==> config.mk <==
export PLATFORM = sky130hd
export DESIGN_NAME = serial_subtractor
export DESIGN_NICKNAME = d
export VERILOG_FILES = /design/src/rtl/serial_subtractor.sv
export SDC_FILE = /design/constraint.sdc
export NUM_CORES = 1
export LEC_CHECK = 0
export ABC_CLOCK_PERIOD_IN_PS = 2400
export BUFFER_PORTS_ARGS = -buffer_cell sky130_fd_sc_hd__buf_2
export CAP_MARGIN = 20
export CORE_MARGIN = 2
export CORE_UTILIZATION = 57
export CTS_BUF_LIST = sky130_fd_sc_hd__clkbuf_8 sky130_fd_sc_hd__clkbuf_16
export DETAILED_ROUTE_END_ITERATION = 10
export GPL_TIMING_DRIVEN = 0
export PLACE_DENSITY = 0.81
export SLEW_MARGIN = 20
export SYNTH_ARGS = -nofsm -noshare
export SYNTH_HDL_FRONTEND = slang
export SYNTH_SLANG_ARGS = --single-unit
==> constraint.sdc <==
create_clock -name clk -period 2.4 [get_ports clk]
set_input_delay 0.12 -clock clk [delete_from_list [all_inputs] [get_ports clk]]
set_output_delay 0.12 -clock clk [all_outputs]
set_load 0.005 [all_outputs]
==> src/rtl/serial_subtractor.sv <==
// Bit-serial subtractor: LSB-first borrow chain, one bit per clock.
// Optional signed overflow flag Ovf via SERIAL_SUB_SIGNED_OVF_EN.
module serial_subtractor #(
  parameter int WIDTH = 3
) (
  input  logic             clk,
  input  logic             rst,
  input  logic             start,
  input  logic [WIDTH-1:0] A,
  input  logic [WIDTH-1:0] B,
  output logic [WIDTH-1:0] Diff,
  output logic             Bout,
  output logic             busy,
  output logic             done
`ifdef SERIAL_SUB_SIGNED_OVF_EN
  ,
  output logic             Ovf
`endif
);

  localparam int CW = (WIDTH > 1) ? $clog2(WIDTH) : 1;

  typedef enum logic [1:0] {
    IDLE,
    SHIFT,
    DONE
  } state_t;

  state_t state, nxt;

  logic [WIDTH-1:0] a_sr, b_sr, res_sr;
  logic [WIDTH-1:0] res_nxt;
  logic [CW-1:0]    cnt;
  logic             borrow;
  logic             d, bnext;
  logic             last, accept;
  logic             unused_lsb;

`ifdef SERIAL_SUB_SIGNED_OVF_EN
  logic a_msb, b_msb;
`endif

  assign d       = a_sr[0] ^ b_sr[0] ^ borrow;
  assign bnext   = (~a_sr[0] & b_sr[0]) |
                   (~(a_sr[0] ^ b_sr[0]) & borrow);
  assign res_nxt = {d, res_sr[WIDTH-1:1]};
  assign last    = (cnt == CW'(WIDTH - 1));
  assign accept  = start && (state == IDLE || state == DONE);

  // result LSB only ever shifts out
  assign unused_lsb = res_sr[0];

  always_ff @(posedge clk or posedge rst) begin
    if (rst) state <= IDLE;
    else     state <= nxt;
  end

  always_comb begin
    nxt = state;
    unique case (state)
      IDLE:    if (start) nxt = SHIFT;
      SHIFT:   if (last) nxt = DONE;
      DONE:    nxt = start ? SHIFT : IDLE;
      default: nxt = IDLE;
    endcase
  end

  always_comb begin
    busy = (state == SHIFT);
    done = (state == DONE);
  end

  always_ff @(posedge clk or posedge rst) begin
    if (rst) begin
      a_sr   <= '0;
      b_sr   <= '0;
      res_sr <= '0;
      cnt    <= '0;
      borrow <= 1'b0;
      Diff   <= '0;
      Bout   <= 1'b0;
`ifdef SERIAL_SUB_SIGNED_OVF_EN
      a_msb  <= 1'b0;
      b_msb  <= 1'b0;
      Ovf    <= 1'b0;
`endif
    end else if (accept) begin
      a_sr   <= A;
      b_sr   <= B;
      res_sr <= '0;
      cnt    <= '0;
      borrow <= 1'b0;
`ifdef SERIAL_SUB_SIGNED_OVF_EN
      a_msb  <= A[WIDTH-1];
      b_msb  <= B[WIDTH-1];
`endif
    end else if (state == SHIFT) begin
      a_sr   <= a_sr >> 1;
      b_sr   <= b_sr >> 1;
      res_sr <= res_nxt;
      borrow <= bnext;
      cnt    <= last ? '0 : cnt + CW'(1);
      // outputs only move on the final bit
      if (last) begin
        Diff <= res_nxt;
        Bout <= bnext;
`ifdef SERIAL_SUB_SIGNED_OVF_EN
        Ovf  <= (a_msb ^ b_msb) & (d ^ a_msb);
`endif
      end
    end
  end

endmodule
==> out/qor.yml, run 1 <==
run_status:
  outcome: "finished, final reports clean"
cts:
  clkTransAtPathRegs_ns: 0.07
  clock_sinks: 17
  worstSkewPairLatency_ns: 0.25
  post_cts_resized: 0
  clockBufferDepth: 2
  tritoncts: "built"
  cts_buffers: 3
  post_cts_buffers: 0
  h-tree-depth: 1
  clockRootBuffer: "clkbuf_8"
detailed_routing:
  drc: 0
  drt-initial-drc-count: 14
  avgRoutedWirePerCell_um: 15.3
  antenna_left: 0
  drt_pass1_iterations: 4
  route.vias.total: 597
  vias_per_cell: 5.53
  detail_route.wirelength_mm: 1.66
place:
  gp_congestion: 0.712
  dp_slack_ns: 1.09
  hpwlAfterDp_mm: 1.20
  port-buffer-count: 14
setup_path:
  slowest_delay_ns: 0.43
  crit_family: "flip-flops"
  timing.critical_path.arrival_ns: 1.22
  r2r-start: "a_sr[0]"
  critPathLaunchType: "flop"
  cp_max_fo: 10
  slowest_stage: "dfrtp_1"
  cp_data_required_time_ns: 2.28
  end_kind: "output pin"
  path_cells: "buf_2 -> nor2b_1 -> buf_2"
  cpMostUsedCell: "buf_2"
  path_buf_inv: 2
  crit_type: "reg -> out"
  cp-startpoint: "state[1]"
final_layout:
  final_util_pct: 69.8
  fillers: 132
  area_growth_pct: 16.5
  nets: 103
  multiInputGateArea_um2: 402
  drive_above_1_share_pct: 27.2
  seqCellArea_um2: 425
  num_antenna_cells: 0
yosys:
  synth_top_area_share_pct: 48.2
  synth.net_count: 83
  synth-main-ff-cell: "dfrtp_1"
  synth.most_common_cell: "dfrtp_1"
  synth_top_cells_by_count: "dfrtp_1 (17), mux2i_1 (15), inv_1 (7), nand2b_1 (5), nor2b_1 (5)"
  yosysTopAreaCell: "dfrtp_1"
  ys_warn_count: 0
  synth-edff-count: 0
  synthTopCellsByArea: "dfrtp_1 (48%), mux2i_1 (17%), mux2_4 (5.1%), nand2b_1 (3.5%), nor2b_1 (3.5%)"
  avgSynthCellArea_um2: 12.1
  yosys_register_bits: 17
  synthArstFlopShare_pct: 100
  synthCells: 73
  ys_seq_area_share_pct: 48.2
  synth_cell_types: 21
  synthesis.area_um2: 882
run:
  cap_violations: 0
global_routing:
  grt_max_degree: 18
  grt_pass1_vias: 638
  track_usage_pct: 21.0
  grt_pass1_wl_mm: 2.90
  globalRoute.totalOverflow: 0
  antenna_found_initial: 0
min_path:
  worstHoldPathType: "in -> reg"
  hp-start: "A[2]"
sta:
  setup_ws_ns: 1.06
  finalCriticalPeriod_ns: 1.34
  finalSetupViolations: 0
  slew_headroom_pct: 57.0
  skew_ns: 0.000758
  setup_tns_ns: 0
  final_max_slew_viol_count: 0
  max_freq_mhz: 744
  min_period_over_period_pct: 56.0
  rsz0062_at_grt: "false"
  hold_violations: 0
  worst_pin_slew_ns: 0.645
floorplanning:
  fp.dieH_um: 43.3
  ios: 15
  start_util_pct: 59.9
  chipWidth_um: 43.3
  core_area_um2: 1470
  rows: 14
  dieArea_um2: 1880
pwr:
  power_density_nw_per_um2: 1270
  swShare_pct: 35.4
  intPower_uw: 844
  vdd_drop_max_uv: 714
  netSwitchingPower_uw: 462
  p_clk_share_pct: 16.3
  p_comb_share_pct: 43.4
  leakage_nw: 0.507
  seqPwrFrac_pct: 40.3
through the flow:
step | std cells | hold WS, ns | cell area [um2] | total power, mW
4_1_cts | 108 | 0.117 | 1030 | 1.31
3_5_place_dp | 103 | 0.249 | 972 | 1.10
6_report | 108 | 0.113 | 1030 | 1.31
2_1_floorplan | 73 | 0.0461 | 882 | 0.945
5_1_grt | 108 | 0.169 | 1030 | 1.40
3_3_place_gp | 103 | 0.243 | 972 | 1.07
power groups by stage:
stage | clock network (mW) | registers, mW | logic (mW)
6_report | 0.212 | 0.527 | 0.567
5_1_grt | 0.223 | 0.546 | 0.630
3_5_place_dp | 0 | 0.532 | 0.572
3_3_place_gp | 0 | 0.525 | 0.545
4_1_cts | 0.211 | 0.527 | 0.574
2_1_floorplan | 0 | 0.501 | 0.444
timing repair:
item,4_1_cts,5_1_grt
endpoints found under the hold margin,17,0
setup endpoints to repair,0,0
hold buffers,1,0
registers in the layout, indices dropped and copies added, names as in the netlist:
signal  cells
Diff        3
a_sr        3
b_sr        3
cnt         2
res_sr      2
state       2
Bout        1
borrow      1
cells by family (layout without fill, tap and decap cells):
logic type / after synthesis / in the layout / share of synthesized area, %
AO/OA/AOI/OAI: 10 / 10 / 8.37
adder cells (fa/ha/maj): 1 / 1 / 2.27
buffers and inverters: 11 / 30 / 6.24
flip-flops: 17 / 17 / 48.2
multiplexers: 18 / 18 / 22.1
AND/OR/NAND/NOR: 16 / 16 / 12.8
area by class of cell:
type / instances / share of cell area, %
Sequential cell: 17 / 41.4
Inverter: 7 / 2.56
Multi-Input combinational cell: 45 / 39.1
Clock inverter: 1 / 0.365
Timing Repair Buffer: 15 / 7.80
Buffer: 4 / 2.80
Tap cell: 16 / 1.95
Clock buffer: 3 / 4.02
metal layers:
metal | wire length [um] | up-vias | track usage (%)
li1 | - | 291 | -
met1 | 756 | 289 | 27.3
met2 | 830 | 12 | 35.5
met3 | 46 | 5 | 2.50
met4 | 22 | 0 | 9.09
met5 | 0 | - | 0
path summary, 6_finish.rpt:
check / slack [ns] / cells after the start / endpoint
worst max-delay path: 1.06 / 3 / done
worst min-delay path: 0.11 / 3 / a_sr[2]
worst max register to register: 1.07 / 3 / borrow
worst min register to register: 0.51 / 1 / Diff[1]
max in group asynchronous: 1.46 / 3 / Bout
min in group asynchronous: 0.53 / 3 / state[0]
worst register-to-register path, cell delays in order (launching register included):
cell	delay, ns
dfrtp_1	0.42
fa_1	0.45
nor2b_1	0.14
o32ai_1	0.22
cells in the final DEF, fill, tap and decap left out, types with 2 or more instances in the layout:
cell type  instances
a21boi_0           2
nand3b_1           2
nor2b_1            5
mux2_4             3
mux2i_1           15
buf_2             16
a22oi_1            2
nand2b_1           5
o31ai_1            2
inv_1              8
o22ai_1            2
dfrtp_1           17
clkbuf_8           3
(Power assumes the default switching activity.)
==> inputs of run 2 (changes only) <==
- ABC_CLOCK_PERIOD_IN_PS: 2400 -> 1300
- CORE_UTILIZATION: 57 -> 53
- PLACE_DENSITY: 0.81 -> 0.76
- clock period: 2.4 -> 1.3 ns (I/O delays scaled with it)
==> run 2 against run 1 <==
Compared with the run above: total power up 91%; worst hold slack worse by 0.044 ns; wire length down 5.5%; critical path depth unchanged; combinational power up 100%; cell count up 3.7%; clock power up 85%; sequential power up 82%; die area up 6.8%; first-iteration DRC count down 29%; critical path type is now reg -> reg; critical endpoint is now Diff[2].
==> out/qor.yml, run 2 (same netlist as run 1, synthesis figures left out) <==
setup_path:
  rrSetupSlack_ns: 0.04  # -1.03 ns
  cp-startpoint: "b_sr[0]"
  rr_endpoint: "Diff[2]"
  cp_data_required_time_ns: 1.44  # -0.84 ns
  reg2reg_depth: 3  # unchanged
  end_kind: "flop"
  crit_type: "reg -> reg"
  critPathLaunchType: "flop"
  r2r-start: "b_sr[0]"
  cp_max_fo: 2  # -8
  timing.critical_path.arrival_ns: 1.40  # +0.18 ns
cts:
  clockRootBuffer: "clkbuf_8"
  tritoncts: "built"
  cts_buffers: 3  # unchanged
  h-tree-depth: 1  # unchanged
  worstSkewPairLatency_ns: 0.25  # about the same
  clockBufferDepth: 2  # unchanged
  clock_sinks: 17  # unchanged
  clkTransAtPathRegs_ns: 0.07  # about the same
global_routing:
  track_usage_pct: 19.2  # -1.8 points
  antenna_found_initial: 0  # unchanged
  grt_pass1_wl_mm: 2.71  # -6.6%
  grt_pass1_vias: 606  # -5.0%
  globalRoute.totalOverflow: 0  # unchanged
  grt_max_degree: 18  # unchanged
floorplanning:
  core_area_um2: 1540  # +4.8%
  fp.dieH_um: 44.8  # +3.4%
  chipWidth_um: 44.8  # +3.4%
  ios: 15  # unchanged
  start_util_pct: 57.2  # -2.7 points
  dieArea_um2: 2010  # +6.8%
  rows: 14  # unchanged
run:
  cap_violations: 0  # unchanged
detailed_routing:
  route.vias.total: 609  # +2.0%
  vias_per_cell: 5.44  # -1.6%
  drt_pass1_iterations: 3  # -1
  detail_route.wirelength_mm: 1.57  # -5.5%
  antenna_left: 0  # unchanged
  drc: 0  # unchanged
  avgRoutedWirePerCell_um: 14.0  # -8.9%
  drt-initial-drc-count: 10  # -4
place:
  gp_congestion: 0.719  # +1.1%
  hpwlAfterDp_mm: 1.07  # -10%
  port-buffer-count: 14  # unchanged
  dp_cells: 103  # unchanged
min_path:
  hold_path_end: "a_sr[2]"
  worstHoldPathType: "in -> reg"
  hold_depth: 3  # unchanged
  hp-start: "A[2]"
run_status:
  outcome: "finished, final reports clean"
sta:
  rsz0062_at_grt: "true"
  setup_tns_ns: 0  # unchanged
  skew_ns: 0.00309  # +0.00233 ns
  finalCriticalPeriod_ns: 1.26
  final_max_slew_viol_count: 0  # unchanged
  finalSetupViolations: 0  # unchanged
  hold_violations: 0  # unchanged
  slew_headroom_pct: 58.0  # +1.0 points
  worst_pin_slew_ns: 0.629  # -0.0157 ns
  min_period_over_period_pct: 97.3
  max_freq_mhz: 791
final_layout:
  finalNonFillerCells: 112  # +3.7%
  drive_above_1_share_pct: 34.4  # +7.2 points
  layout_commonest_cell: "dfrtp_1"
  final_util_pct: 69.0  # -0.82 points
  nets: 107  # +3.9%
  num_antenna_cells: 0  # unchanged
  reg.largest.list: "Diff x3, a_sr x3, b_sr x3"
  final_cell_mix: "dfrtp_1 (17), buf_2 (15), mux2i_1 (15)"
  area_growth_pct: 20.6
pwr:
  vdd_drop_max_uv: 1670  # +130%
  power_density_nw_per_um2: 2350  # +85%
  total_power_mw: 2.50  # +91%
  leakage_nw: 0.524  # +3.3%
## run 2: worst max path at each step
stage / to / slack [ns] / depth (start not counted)
3_3_place_gp: borrow / -0.001 / 3
6_report: Diff[2] / 0.04 / 3
5_1_grt: res_sr[2] / -0.06 / 4
3_5_place_dp: borrow / -0.005 / 3
4_1_cts: borrow / -0.0007 / 4
2_1_floorplan: Diff[2] / 0.05 / 2
## run 2: routing by layer
layer  track usage, %  part of all wire [%]  up-vias
li1                 -                     -      299
met1             24.4                    45      297
met2             31.0                    49       11
met3             6.00                   4.2        2
met4             7.06                   1.2        0
met5                0                     0        -
## run 2: what timing repair did
item	in CTS	in global routing
resized for setup	2	3
hold buffers	1	0
setup endpoints to repair	1	4
hold endpoints to repair	17	0
pin swaps	2	1
buffers inserted	4	0
## run 2: report_power, final
| part | switching [mW] | total [mW] | internal (mW) | leakage (nW) |
|---|---|---|---|---|
| sequential | 0.194 | 0.960 | 0.766 | 0.215 |
| combinational | 0.481 | 1.15 | 0.667 | 0.283 |
| clock | 0.180 | 0.392 | 0.212 | 0.0255 |
## run 2: through the flow
stage,hold WS (ns),instance area [um2],setup slack [ns]
6_report,0.0687,1060,0.0351
5_1_grt,0.0850,1060,-0.0571
3_5_place_dp,0.185,972,-0.00515
2_1_floorplan,-0.00893,882,0.0484
3_3_place_gp,0.176,972,-0.00119
4_1_cts,0.0681,1060,-0.000652
## run 2: cell type report
| type | count | area, um2 |
|---|---|---|
| Fill cell | 127 | 478 |
| Sequential cell | 17 | 425 |
| Multi-Input combinational cell | 45 | 404 |
| Timing Repair Buffer | 19 | 110 |
| Clock buffer | 3 | 41.3 |
| Buffer | 4 | 31.3 |
| Inverter | 7 | 26.3 |
| Tap cell | 16 | 20.0 |
| Clock inverter | 1 | 5.00 |
## run 2: critical path: stages (launching register included)
cell	delay [ns]
dfrtp_1	0.40
inv_2	0.07
fa_2	0.43
mux2_4	0.26
==> inputs of run 3 (changes only) <==
- ABC_AREA: default -> 1
- CORE_UTILIZATION: 53 -> 52
- TNS_END_PERCENT: default -> 1
==> run 3 against run 2 <==
Compared with the run above: cell count increased by 15%; maximum frequency increased by 3.7%; global-route usage increased by 0.60 points; worst setup slack improved by 0.045 ns; register-to-register slack improved by 0.05 ns; largest cell class unchanged; wire length decreased by 3.5%; total power decreased by 10%; largest power group unchanged; die area decreased by 7.5%; area after synthesis decreased by 9.9%; cell area decreased by 11%; first-iteration DRC count decreased by 70%; via count increased by 4.9%; critical path type unchanged.
==> out/qor.yml, run 3 <==
run_status:
  outcome: "finished, final reports clean"
setup_path:
  crit_type: "reg -> reg"
  crit_path_end: "Diff[2]"
  timing.critical_path.arrival_ns: 1.42  # +0.02 ns
  r2r-start: "a_sr[0]"
  cp-startpoint: "a_sr[0]"
  cp_max_fo: 2  # unchanged
  reg2reg_depth: 3  # unchanged
  end_kind: "flop"
  cp_data_required_time_ns: 1.50  # +0.06 ns
  rr_endpoint: "Diff[2]"
  rrSetupSlack_ns: 0.08  # +0.05 ns
  critPathLaunchType: "flop"
detailed_routing:
  detail_route.wirelength_mm: 1.51  # -3.5%
  antenna_left: 0  # unchanged
  route.vias.total: 639  # +4.9%
  drt_pass1_iterations: 4  # +1
  drc: 0  # unchanged
  vias_per_cell: 4.95  # -8.9%
  avgRoutedWirePerCell_um: 11.7  # -16%
  drt-initial-drc-count: 3  # -7
cts:
  clkTransAtPathRegs_ns: 0.07  # about the same
  clockRootBuffer: "clkbuf_8"
  cts_buffers: 3  # unchanged
  post_cts_buffers: 0  # -4
  clock_sinks: 17  # unchanged
  worstSkewPairLatency_ns: 0.26  # about the same
  h-tree-depth: 1  # unchanged
  clockBufferDepth: 2  # unchanged
  tritoncts: "built"
yosys:
  synth-main-ff-cell: "dfrtp_1"
  avgSynthCellArea_um2: 8.45  # -30%
  ys_warn_count: 0  # unchanged
  synth_cell_types: 13  # -38%
  synth.net_count: 104  # +25%
  ys_seq_area_share_pct: 53.5  # +5.3 points
  synth_top_cells_by_count: "nand2_1 (30), nand3_1 (24), dfrtp_1 (17), inv_1 (12)"
  synthArstFlopShare_pct: 100  # unchanged
  synthCells: 94  # +29%
  synth_top_area_share_pct: 53.5  # +5.3 points
  synthTopCellsByArea: "dfrtp_1 (54%), nand3_1 (15%), nand2_1 (14%), inv_1 (5.7%), buf_6 (2.8%)"
  yosys_register_bits: 17  # unchanged
  synth.most_common_cell: "nand2_1"
  synthesis.area_um2: 795  # -9.9%
  yosysTopAreaCell: "dfrtp_1"
  synth-edff-count: 0  # unchanged
final_layout:
  final_cell_mix: "nand2_1 (30), nand3_1 (24), dfrtp_1 (16)"
  fillers: 130  # +2.4%
  nets: 124  # +16%
  area_growth_pct: 18.6
  design_area_um2: 942  # -11%
  final_util_pct: 64.0  # -5.0 points
  finalNonFillerCells: 129  # +15%
  reg.largest.list: "Diff x3, a_sr x3, b_sr x3"
  drive_above_1_share_pct: 22.1  # -12 points
  num_antenna_cells: 0  # unchanged
  layout_commonest_cell: "nand2_1"
sta:
  rsz0062_at_grt: "false"
  slew_headroom_pct: 58.9  # +0.93 points
  finalCriticalPeriod_ns: 1.22  # -0.0453 ns
  finalSetupViolations: 0  # unchanged
  final_max_slew_viol_count: 0  # unchanged
  setup_tns_ns: 0  # unchanged
  min_period_over_period_pct: 93.8  # -3.5 points
  skew_ns: 0.00814  # +0.00506 ns
  max_freq_mhz: 820  # +3.7%
  hold_violations: 0  # unchanged
  worst_pin_slew_ns: 0.615  # -0.0139 ns
  holdWs_ns: 0.0165  # -0.0522 ns
  setup_ws_ns: 0.0804  # +0.0453 ns
pwr:
  power_density_nw_per_um2: 2380  # +1.3%
  vdd_drop_max_uv: 1110  # -33%
  swShare_pct: 39.4  # +5.2 points
  netSwitchingPower_uw: 884  # +3.4%
  seqPwrFrac_pct: 40.9  # +2.5 points
  total_power_mw: 2.24  # -10%
  intPower_mw: 1.36  # -17%
  p_clk_share_pct: 17.5  # +1.8 points
  p_comb_share_pct: 41.6  # -4.3 points
  leakage_nw: 0.549  # +4.8%
floorplanning:
  start_util_pct: 54.0  # -3.2 points
  rows: 14  # unchanged
  ios: 15  # unchanged
  core_area_um2: 1470  # -4.5%
  dieArea_um2: 1860  # -7.5%
  chipWidth_um: 43.1  # -3.8%
  fp.dieH_um: 43.1  # -3.8%
global_routing:
  grt_pass1_wl_mm: 2.60  # -4.1%
  grt_max_degree: 18  # unchanged
  globalRoute.totalOverflow: 0  # unchanged
  track_usage_pct: 19.8  # +0.60 points
  grt_pass1_vias: 591  # -2.5%
  antenna_found_initial: 0  # unchanged
place:
  dpl_cell_area_um2: 885  # -9.0%
  port-buffer-count: 14  # unchanged
  dp_slack_ns: 0.115  # +0.120 ns
  hpwlAfterDp_mm: 1.04  # -3.1%
  gp_congestion: 0.779  # +8.2%
  dp_cells: 124  # +20%
run:
  cap_violations: 0  # unchanged
min_path:
  worstHoldPathType: "in -> reg"
==> run 3: changes by cell type in the layout (fill, tap and decap cells not counted), moves of 3 or more <==
cell	previous run	this run
buf_4	6	1
nand2_1	0	30
mux2i_1	15	0
nand3_1	0	24
mux2_4	3	0
inv_1	5	12
nand2b_1	5	0
nor2b_1	5	0
==> run 3: how the worst min path moves through the flow <==
| stage | slack (ns) | to | cells past startpoint | from |
|---|---|---|---|---|
| after floorplan | -0.009 | Bout | 1 | rst |
| after global placement | 0.17 | state[1] | 2 | rst |
| after detailed placement | 0.17 | b_sr[0] | 2 | rst |
| after CTS | 0.02 | b_sr[2] | 3 | B[2] |
| after global routing | 0.03 | b_sr[2] | 3 | B[2] |
| final | 0.02 | b_sr[2] | 3 | B[2] |
==> run 3: repair_timing <==
item / CTS / global route
endpoints found under the setup margin: 0 / 1
gates resized for setup: 0 / 1
hold buffers: 1 / 0
hold endpoints to repair: 17 / 0
==> run 3: power by group through the flow <==
stage | logic [mW] | clock network [mW] | registers [mW]
floorplan | 0.683 | 0 | 0.896
CTS | 0.936 | 0.402 | 0.911
global placement | 0.894 | 0 | 0.907
finish | 0.934 | 0.393 | 0.917
global route | 1.07 | 0.422 | 0.944
detailed placement | 0.915 | 0 | 0.918
==> run 3: critical path, stage by stage, from the launching register on <==
cell and delay (ns):
dfrtp_1 0.41, fa_1 0.58, nand3_1 0.09, nand2_1 0.08
==> run 3: cells by family after synthesis <==
group	count (synthesis)	share of synthesized area (%)
AO/OA/AOI/OAI	1	0.629
adder cells (fa/ha/maj)	1	2.52
buffers and inverters	16	9.92
flip-flops	17	53.5
AND/OR/NAND/NOR	59	33.4
==> run 3: routing by layer <==
layer  routed length (um)  vias to the layer above  global-route usage (%)
li1                     -                      332                       -
met1                  664                      291                    25.9
met2                  760                       12                    29.9
met3                   62                        4                    5.11
met4                   24                        0                    10.9
met5                    0                        -                       0
==> run 3: final cells by class <==
| cell class | instances | area (um2) | area share [%] |
|---|---|---|---|
| tap | 16 | 20.0 | 2.12 |
| buffer | 3 | 30.0 | 3.19 |
| clock buffer | 3 | 41.3 | 4.38 |
| inverter | 13 | 48.8 | 5.18 |
| clock inverter | 1 | 5.00 | 0.531 |
| sequential | 17 | 427 | 45.3 |
| multi-input combinational | 61 | 290 | 30.8 |
| timing repair buffer | 15 | 80.1 | 8.50 |
